## src/rtl/noc_flit_depacketizer.sv

```systemverilog
`default_nettype none
// ============================================================================
// Module      : noc_flit_depacketizer
// Description : Ejection-side NI; reassembles HEADER/DATA/TAIL flits into one
//               wide message with its exact bit length, valid/ready to core.
// Revision    : 1.0 - initial release
// ============================================================================
module noc_flit_depacketizer #(
  parameter int DATA_W     = 32,
  parameter int ADDR_X_W   = 2,
  parameter int ADDR_Y_W   = 2,
  parameter int TAIL_LEN_W = $clog2(DATA_W),
  parameter int MAX_FLITS  = 4,
  localparam int MSG_W     = MAX_FLITS * DATA_W,
  localparam int BITS_W    = $clog2(MAX_FLITS * DATA_W + 1)
) (
  input  logic                clk,
  input  logic                rst,
  input  logic [ADDR_X_W-1:0] local_x_i,
  input  logic [ADDR_Y_W-1:0] local_y_i,
  input  logic [DATA_W+1:0]   flit_i,
  input  logic                flit_valid_i,
  output logic                flit_ready_o,
  output logic [MSG_W-1:0]    msg_data_o,
  output logic [BITS_W-1:0]   msg_bits_o,
  output logic                msg_valid_o,
  input  logic                msg_ready_i,
  output logic                err_o,
  output logic [1:0]          err_code_o
);

  localparam int CNT_W = (MAX_FLITS > 1) ? $clog2(MAX_FLITS) : 1;
  localparam int LEN_W = $clog2(DATA_W + 1);

  localparam logic [1:0] c_ft_head = 2'd0;
  localparam logic [1:0] c_ft_data = 2'd1;
  localparam logic [1:0] c_ft_tail = 2'd2;
  localparam logic [1:0] c_ft_rsvd = 2'd3;

  localparam logic [1:0] c_err_addr  = 2'd1;
  localparam logic [1:0] c_err_proto = 2'd2;
  localparam logic [1:0] c_err_ovf   = 2'd3;

  typedef enum logic [1:0] {
    ST_IDLE = 2'd0,
    ST_BODY = 2'd1,
    ST_HOLD = 2'd2,
    ST_DROP = 2'd3
  } state_t;

  state_t                r_state;
  logic [MSG_W-1:0]      r_buf;
  logic [BITS_W-1:0]     r_bits;
  logic [CNT_W-1:0]      r_count;
  logic [TAIL_LEN_W-1:0] r_tail_len;
  logic                  r_valid;
  logic                  r_err;
  logic [1:0]            r_err_code;

  logic [1:0]            w_type;
  logic [DATA_W-1:0]     w_payload;
  logic                  w_accept;
  logic [ADDR_X_W-1:0]   w_hdr_x;
  logic [ADDR_Y_W-1:0]   w_hdr_y;
  logic [TAIL_LEN_W-1:0] w_hdr_tl;
  logic                  w_addr_ok;
  logic [LEN_W-1:0]      w_eff_len;
  logic [DATA_W-1:0]     w_tail_mask;
  logic [DATA_W-1:0]     w_tail_word;
  logic [BITS_W-1:0]     w_msg_bits;

  assign w_type    = flit_i[DATA_W+1:DATA_W];
  assign w_payload = flit_i[DATA_W-1:0];
  assign w_hdr_x   = w_payload[DATA_W-1 -: ADDR_X_W];
  assign w_hdr_y   = w_payload[DATA_W-1-ADDR_X_W -: ADDR_Y_W];
  assign w_hdr_tl  = w_payload[DATA_W-1-ADDR_X_W-ADDR_Y_W -: TAIL_LEN_W];
  assign w_addr_ok = (w_hdr_x == local_x_i) && (w_hdr_y == local_y_i);

  // Ready is a function of state and reset only, so no flit-to-output path.
  assign flit_ready_o = !rst && (r_state != ST_HOLD);
  assign w_accept     = flit_valid_i && flit_ready_o;

  // A tail length of zero encodes a completely full tail flit.
  assign w_eff_len = (r_tail_len == '0) ? LEN_W'(DATA_W) : LEN_W'(r_tail_len);

  always_comb begin
    w_tail_mask = '0;
    for (int i = 0; i < DATA_W; i++) begin
      w_tail_mask[i] = (LEN_W'(i) < w_eff_len);
    end
  end

  assign w_tail_word = w_payload & w_tail_mask;
  assign w_msg_bits  = BITS_W'(r_count) * BITS_W'(DATA_W) + BITS_W'(w_eff_len);

  always_ff @(posedge clk) begin
    if (rst) begin
      r_state    <= ST_IDLE;
      r_buf      <= '0;
      r_bits     <= '0;
      r_count    <= '0;
      r_tail_len <= '0;
      r_valid    <= 1'b0;
      r_err      <= 1'b0;
      r_err_code <= 2'd0;
    end else begin
      r_err <= 1'b0;
      case (r_state)
        ST_IDLE, ST_BODY: begin
          if (w_accept) begin
            if (w_type == c_ft_rsvd) begin
              r_err      <= 1'b1;
              r_err_code <= c_err_proto;
            end else if (w_type == c_ft_head) begin
              // A header inside a body reports PROTO even if it is also misaddressed.
              if (r_state == ST_BODY) begin
                r_err      <= 1'b1;
                r_err_code <= c_err_proto;
              end else if (!w_addr_ok) begin
                r_err      <= 1'b1;
                r_err_code <= c_err_addr;
              end
              if (w_addr_ok) begin
                r_buf      <= '0;
                r_count    <= '0;
                r_tail_len <= w_hdr_tl;
                r_state    <= ST_BODY;
              end else begin
                r_state    <= ST_DROP;
              end
            end else if (r_state == ST_IDLE) begin
              r_err      <= 1'b1;
              r_err_code <= c_err_proto;
            end else if (w_type == c_ft_data) begin
              if (r_count == CNT_W'(MAX_FLITS - 1)) begin
                r_err      <= 1'b1;
                r_err_code <= c_err_ovf;
                r_state    <= ST_DROP;
              end else begin
                r_buf[r_count*DATA_W +: DATA_W] <= w_payload;
                r_count <= r_count + 1'b1;
              end
            end else begin
              r_buf[r_count*DATA_W +: DATA_W] <= w_tail_word;
              r_bits  <= w_msg_bits;
              r_valid <= 1'b1;
              r_state <= ST_HOLD;
            end
          end
        end
        ST_HOLD: begin
          if (msg_ready_i) begin
            r_valid <= 1'b0;
            r_state <= ST_IDLE;
          end
        end
        ST_DROP: begin
          if (w_accept && (w_type == c_ft_tail)) begin
            r_state <= ST_IDLE;
          end
        end
        default: r_state <= ST_IDLE;
      endcase
    end
  end

  assign msg_data_o  = r_buf;
  assign msg_bits_o  = r_bits;
  assign msg_valid_o = r_valid;
  assign err_o       = r_err;
  assign err_code_o  = r_err_code;

endmodule
`default_nettype wire

```

## config.mk

```make
export PLATFORM = sky130hd
export DESIGN_NAME = noc_flit_depacketizer
export DESIGN_NICKNAME = d
export VERILOG_FILES = /design/src/rtl/noc_flit_depacketizer.sv
export SDC_FILE = /design/constraint.sdc
export NUM_CORES = 1
export LEC_CHECK = 0
export CORE_MARGIN = 2
export CORE_UTILIZATION = 35
export CTS_BUF_LIST = sky130_fd_sc_hd__clkbuf_8
export CTS_CLUSTER_SIZE = 30
export DETAILED_ROUTE_END_ITERATION = 10
export GPL_TIMING_DRIVEN = 0
export PLACE_DENSITY_LB_ADDON = 0.08
export SLEW_MARGIN = 40
export SYNTH_ARGS = -nofsm -noshare
export SYNTH_HDL_FRONTEND = slang
export SYNTH_SLANG_ARGS = --single-unit
```

## constraint.sdc

```tcl
create_clock -name clk -period 4.1 [get_ports clk]
set_input_delay 1.025 -clock clk [delete_from_list [all_inputs] [get_ports clk]]
set_output_delay 1.025 -clock clk [all_outputs]
set_load 0.05 [all_outputs]
```

# Yosys cells after proc, flatten, opt, wreduce, memory -nomap -nowiden
# Index checks and enable logic that the tools add are counted.
dict set report classes {
  n_shift 3
  order_cmp 32
  add_sub_neg 3
  reduce_logical 21
  n_bitwise 7
  muxes 43
  eq_ne 24
}
# op n
set ops {}
lappend ops {{2-to-1 mux 128 bit} 5}
lappend ops {{bitwise mux 128 bit} 2}
lappend ops {{indexed part select 32 x 34 -> 128 bit} 2}
lappend ops {{variable shift 32 x 34 -> 128 bit (first input constant)} 1}
lappend ops {{less-than comparator 5 x 6 -> 1 bit (first input constant)} 16}
lappend ops {{less-than comparator 4 x 6 -> 1 bit (first input constant)} 8}
lappend ops {{2-to-1 mux 2 bit} 20}
lappend ops {{negation 7 -> 34 bit} 1}
lappend ops {{AND 32 bit} 1}
lappend ops {{less-than comparator 3 x 6 -> 1 bit (first input constant)} 4}
lappend ops {{inequality test 2 bit (second input constant)} 11}
lappend ops {{AND reduction 6 bit} 3}
lappend ops {{AND reduction 7 bit} 2}
lappend ops {{2-to-1 mux 1 bit} 13}
lappend ops {{less-than comparator 1 x 6 -> 1 bit (first input constant)} 2}
lappend ops {{less-than comparator 2 x 6 -> 1 bit (first input constant)} 2}
lappend ops {{== test 2 bit (second input constant)} 5}
lappend ops {{AND reduction 5 bit} 2}
lappend ops {{adder 7 x 6 -> 8 bit} 1}
lappend ops {{nonzero test 4 bit} 2}
lappend ops {{2-to-1 mux 6 bit} 1}
lappend ops {{inequality test 3 bit (second input constant)} 2}
lappend ops {{inverter 1 bit} 6}
lappend ops {{one-hot mux 2 bit (3 select lines)} 1}
lappend ops {{13 further kinds} 20}
dict set report totals {
  inputBits 42
  out_inout_bits 141
  wordCells 141
  register_bits 149
}

# Logic depth before layout (Yosys ltp)
# Gate-level depths: netlist (run 1).
dict set report logic_depth {
  depth_word 9
  depth_mapped 9
  mapped_depth_nobuf 6
}

# Worst setup path before layout (run 1)
# Ideal clock, no wire load.
dict set report synth_timing {
  path_kind {input to output}
  start {input port rst}
  end {output port flit_ready_o}
  path_slack_ns 0.619
  stages 5
  t_required_ns 3.075
  arrival_time_ns 2.456
  path_buffers 4
  path_cell_list {buf_2 -> clkbuf_1 -> buf_1 -> buf_1 -> nor2_1}
}
dict set report synth_via {
  elab_chain_cells 2
}
# item line_no
set synth_rtl {}
lappend synth_rtl {{start: declaration} 18} ;# input logic rst,
lappend synth_rtl {{logical NOT 1 bit} 80} ;# assign flit_ready_o = !rst && (r_state != ST_HOLD);
lappend synth_rtl {{logical AND 1 bit} 80}
lappend synth_rtl {{end: declaration} 23} ;# output logic flit_ready_o,
# Every way passes these cells.

# Worst setup path in the final report (run 1)
# Same ends and word-level chain as after synthesis.

==> results.yml, run 1 <==
setup_path:
  reg2reg_slack_ns: 0.99
  critPathCaptureType: "output pin"
  path_class: "in2out"
  cp_max_fo: 19
  reg2reg_depth: 7
  required_ns: 3.07
  cp-start-kind: "primary input"
  cp.arrival_ns: 2.70
  rr_endpoint: "msg_data_o[94]$_SDFFE_PP0P_"
  reg2reg_from: "r_count[0]$_SDFFE_PP0P_"
drt:
  num_vias: 6447
  drc: 0
  dr.pass1.iters: 4
  routed_wl_um: 24400
  drtIter0Drc: 328
  wl_per_cell_um: 19.4
  antenna_left: 0
  via_per_inst: 5.12
cells_and_area:
  layout_common_cells: "clkdlybuf4s50_1 (181), nand2_1 (151), dfxtp_1 (149)"
  final_layout_size_suffix_gt1_share_pct: 8.56
  fin_nets: 1032
  area_delta_synth_final_pct: 36.8
  utilization_pct: 48.6
  num_antenna_cells: 0
  final_common_cell: "clkdlybuf4s50_1"
power:
  peakVddDrop_uv: 178
  p_leak_nw: 3.52
  p_per_area_mw_per_mm2: 304
clock_tree:
  ctsHoldBuffers: 0
  path_clk_slew_ns: 0.08
  insertion_delay_ns: 0.46
  cts_setup_buffers: 0
  cts_buffers: 17
  clockBufferDepth: 2
  clock-root-buffer: "clkbuf_8"
  h-tree-depth: 4
  cts_resized: 1
  cts_sinks: 149
  cts_tree: "yes"
synthesis:
  synthArstFlopShare_pct: 0
  syn_nets: 834
  netlist_area_mm2: 0.00690
  synth_simple_gate_area_share_pct: 21.3
  yosysWarnings: 0
  synth_top_family_by_area: "simple AND/OR/NAND/NOR gates"
  synthXorXnorAreaFrac_pct: 0.762
  synth_cell_types: 71
  synth_cells: 782
  synth_edf_count: 0
  synthAdderAreaFrac_pct: 1.81
  ys_ff_latch: 149
  ys.flop_type: "dfxtp_1"
  synth.avg_cell_area_um2: 8.82
  synth_compound_gate_area_share_pct: 12.5
  synthMuxAreaShare_pct: 13.8
  ys_seq_area_share_pct: 43.3
min_path:
  worstHoldPathCells: 2
  hp-start: "msg_data_o[33]$_SDFFE_PP0P_"
  worst_hold_path.endpoint: "msg_data_o[33]$_SDFFE_PP0P_"
  hp-class: "reg2reg"
die:
  fp.dieH_um: 144
  initial_core_util_pct: 35.5
  fp-row-count: 51
  core_area_mm2: 0.0194
  die_area_mm2: 0.0208
  pin_count: 183
  die_x_um: 144
timing:
  clock-skew-final_ns: 0.0133
  setup_viol: 0
  fmax_mhz: 269
  grt_setup_unrepaired: "no"
  slew_headroom_pct: 39.7
  setup_slack_ns: 0.379
  period_minus_slack_ns: 3.72
  finalMaxSlewViolations: 0
  hold_violations: 0
  period_share_pct: 90.8
  tightest_slew_ns: 0.896
place:
  io_buffers: 181
  dpl.hpwl_um: 18500
  gp_congestion: 0.884
  pre_cts_slack_ns: -0.467
global_route:
  grt_pass1_vias: 6100
  grt_util_all_layers_pct: 23.2
  grt_antenna_before_repair: 0
  grt_max_degree: 19
  grt_first_pass_wirelength_um: 35900
  grt_overflow: 0
flow_run:
  cap_violations: 0
outcome:
  status: "completed"
sequential cells by signal (all words and copies together) (netlist names):
name	count
r_tail_len	5
msg_data_o	128
err_o	1
msg_valid_o	1
r_state	2
err_code_o	2
msg_bits_o	8
r_count	2
routing by layer:
layer | routed length (µm) | up-vias | GRT usage [%]
met1 | 11400 | 3039 | 32.4
met4 | 829 | 0 | 10.2
met2 | 10600 | 229 | 34.5
li1 | - | 3134 | -
met3 | 1510 | 45 | 5.00
met5 | 0 | - | 0
worst max path at each step:
stage / slack, ns / endpoint / start / cells past startpoint
final: 0.38 / flit_ready_o / rst / 4
after global routing: 0.28 / flit_ready_o / rst / 4
after CTS: 0.09 / flit_ready_o / rst / 5
after detailed placement: -0.47 / flit_ready_o / rst / 6
after global placement: -0.50 / flit_ready_o / rst / 6
after floorplan: 0.62 / flit_ready_o / rst / 5
stage by stage:
stage               area, µm²  instances  power [W]  hold WS [ns]  TNS (ns)
finish                   9430       1258    0.00287         0.460         0
global route             9430       1258    0.00296         0.480         0
CTS                      9430       1259    0.00289         0.463         0
detailed placement       9040       1228    0.00176         0.449    -0.467
global placement         9040       1228    0.00176         0.444    -0.503
floorplan                6900        782    0.00164         0.565         0
worst max-delay path, cell delays in order:
cell             delay (ns)
buf_2                  0.36
buf_2                  0.48
nor2_1                 0.10
clkdlybuf4s50_1        0.71
report_power, final:
group,leakage [nW],switching [W],internal [W]
combinational,2.11,0.000175,0.0000960
sequential,1.20,0.00000446,0.00145
clock,0.201,0.000587,0.000553
layout make-up:
cell class | count | area (µm²)
fillers | 1973 | 9970
well taps | 265 | 332
clock inverters | 14 | 138
clock buffers | 18 | 248
plain buffers | 58 | 305
multi-input cells | 536 | 3470
flip-flops and latches | 149 | 2980
repair buffers | 181 | 1810
inverters | 37 | 139
Yosys cell counts, drive strengths merged, types with 3 or more instances:
cell     instances  area share (%)
a21boi           6            0.65
a21oi           17             1.2
a311oi           3            0.38
a31oi            7            0.64
and3             3            0.27
buf             36             3.2
clkbuf          24             1.3
dfxtp          149              43
ha              10             1.8
inv             36             2.0
mux2i           95              14
nand2          153             8.4
nand3           67             4.9
nand4           11             1.0
nor2            31             1.7
nor2b            8            0.73
nor3             9            0.82
nor3b            3            0.40
nor4             3            0.49
o211ai           6            0.65
o21ai           21             1.6
o2bb2ai         15             1.9
o32ai           17             2.2
or3b             5            0.67
xnor2            4            0.51
cells by family (layout without fill, tap and decap cells):
group,after synthesis,count (layout)
flops,149,149
fa+ha+maj,10,10
xor+xnor,6,6
mux,95,95
simple gates,309,309
compound gates,116,116
buf+inv,97,308
No activity file was read; power rests on OpenSTA's default activity.
==> inputs of run 2 (changes only) <==
PLACE_DENSITY_LB_ADDON = 0.3   (was 0.08)
==> run 2 against run 1 <==
Effect of this change: die area is the same; non-clock buffer count grew 1; clock power increased by 4%; total power up 1.7%; critical path type unchanged; largest cell class unchanged.
==> results.yml, run 2 (synthesized netlist as in run 1, its figures left out) <==
outcome:
  status: "completed"
place:
  dpl.hpwl_um: 18100
  place_area_mm2: 0.00904
  gp_congestion: 0.898
  io_buffers: 181
setup_path:
  reg2reg_from: "r_count[0]$_SDFFE_PP0P_"
  crit_path_max_incr_delay_ns: 0.71
  critPathCaptureType: "output pin"
  critPathSlowestCell: "clkdlybuf4s50_1"
  rr_endpoint: "msg_data_o[95]$_SDFFE_PP0P_"
  required_ns: 3.07
  critPathTopFamily: "buffers and inverters"
  path_buf_inv: 4
  path_class: "in2out"
  cp.arrival_ns: 2.93
  cp-start-kind: "primary input"
  reg2reg_depth: 7
  cp_max_fo: 18
  reg2reg_slack_ns: 1.19
  path_depth: 5
  cpMostUsedCell: "buf_2"
  path_cells: "buf_2 > buf_2 > buf_1 > nor2_1 > clkdlybuf4s50_1"
power:
  p_per_area_mw_per_mm2: 309
  peakVddDrop_uv: 209
  p_leak_nw: 3.52
drt:
  num_vias: 6492
  antenna_left: 0
  wl_per_cell_um: 18.7
  routed_wl_um: 23600
  drtIter0Drc: 450
  drc: 0
  via_per_inst: 5.16
  dr.pass1.iters: 5
die:
  core_area_mm2: 0.0194
  initial_core_util_pct: 35.5
  fp.dieH_um: 144
  die_area_mm2: 0.0208
  die_x_um: 144
  fp-row-count: 51
  pin_count: 183
global_route:
  grt_first_pass_wirelength_um: 34900
  grt_util_all_layers_pct: 22.4
  grt_pass1_vias: 6063
  grt_antenna_before_repair: 0
  grt_max_degree: 19
  grt_overflow: 0
timing:
  setup_viol: 0
  slew_headroom_pct: 51.0
  fmax_mhz: 253
  whs_ns: 0.459
  tightest_slew_ns: 0.729
  period_minus_slack_ns: 3.95
  hold_violations: 0
  finalMaxSlewViolations: 0
  period_share_pct: 96.4
  grt_setup_unrepaired: "no"
  setup_tns_ns: 0
  clock-skew-final_ns: 0.0194
clock_tree:
  clockBufferDepth: 2
  cts_resized: 1
  ctsHoldBuffers: 0
  h-tree-depth: 4
  cts_buffers: 17
  path_clk_slew_ns: 0.08
  cts_setup_buffers: 0
  clock-root-buffer: "clkbuf_8"
  insertion_delay_ns: 0.49
  cts_tree: "yes"
  cts_sinks: 149
min_path:
  worst_hold_path.endpoint: "msg_data_o[86]$_SDFFE_PP0P_"
  worstHoldPathCells: 2
  hp-class: "reg2reg"
  hp-start: "msg_data_o[86]$_SDFFE_PP0P_"
cells_and_area:
  largest_register_ffs: 128
  ff_latch_area_mm2: 0.00298
  final_layout_size_suffix_gt1_share_pct: 8.85
  n_fill_cell: 1937
  num_antenna_cells: 0
  layout_common_cells: "clkdlybuf4s50_1 (181), nand2_1 (151), dfxtp_1 (149)"
  stdcell_area_mm2: 0.00945
  area_delta_synth_final_pct: 37.0
  fin_nets: 1033
  multi_input_area_mm2: 0.00347
  final_common_cell: "clkdlybuf4s50_1"
flow_run:
  cap_violations: 0
## run 2: through the flow
step / utilization (%) / std cells / setup WS, ns / total power [W]
3_3_place_gp: 46.6 / 1228 / -0.421 / 0.00176
2_1_floorplan: - / 782 / 0.619 / 0.00164
3_5_place_dp: 46.6 / 1228 / -0.379 / 0.00176
6_report: 48.7 / 1259 / 0.149 / 0.00292
5_1_grt: 48.7 / 1259 / 0.0528 / 0.00301
4_1_cts: 48.7 / 1259 / 0.159 / 0.00292
## run 2: final cells by class
class,instances,area share [%]
Multi-Input combinational cell,536,36.7
Sequential cell,149,31.6
Timing Repair Buffer,181,19.2
Tap cell,265,3.51
Buffer,59,3.27
Clock buffer,17,2.48
Clock inverter,15,1.83
Inverter,37,1.47
## run 2: worst register-to-register path, cell delays in order, from the launching register on
cell and delay [ns]:
dfxtp_1 0.55, inv_1 0.14, ha_1 0.42, nand4bb_1 0.19, nor3_1 0.59, clkbuf_1 0.60
nand3_1 0.18, mux2i_1 0.16
## run 2: how the worst max path moves through the flow
| stage | start | to |
|---|---|---|
| 2_1_floorplan | rst | flit_ready_o |
| 6_report | rst | flit_ready_o |
| 3_5_place_dp | rst | flit_ready_o |
| 5_1_grt | rst | flit_ready_o |
| 4_1_cts | rst | flit_ready_o |
| 3_3_place_gp | rst | flit_ready_o |
## run 2: per-layer routing
layer  track usage [%]  up-vias  wire [µm]
met1              30.0     3079      10500
met4              7.87        0        582
met2              35.4      243      10700
met3              5.13       39       1720
met5                 0        -          0
li1                  -     3131          -
## run 2: power breakdown
part	internal (W)	leakage [nW]	switching (W)
clock network	0.000556	0.201	0.000637
logic	0.0000962	2.12	0.000173
registers	0.00145	1.20	0.00000372
total	0.00211	3.52	0.000813
==> inputs of run 3 (changes only) <==
CAP_MARGIN = 10   (was not set)
==> results of run 3 <==
No change in the layout: final DEF, timing and power equal those of run 2.
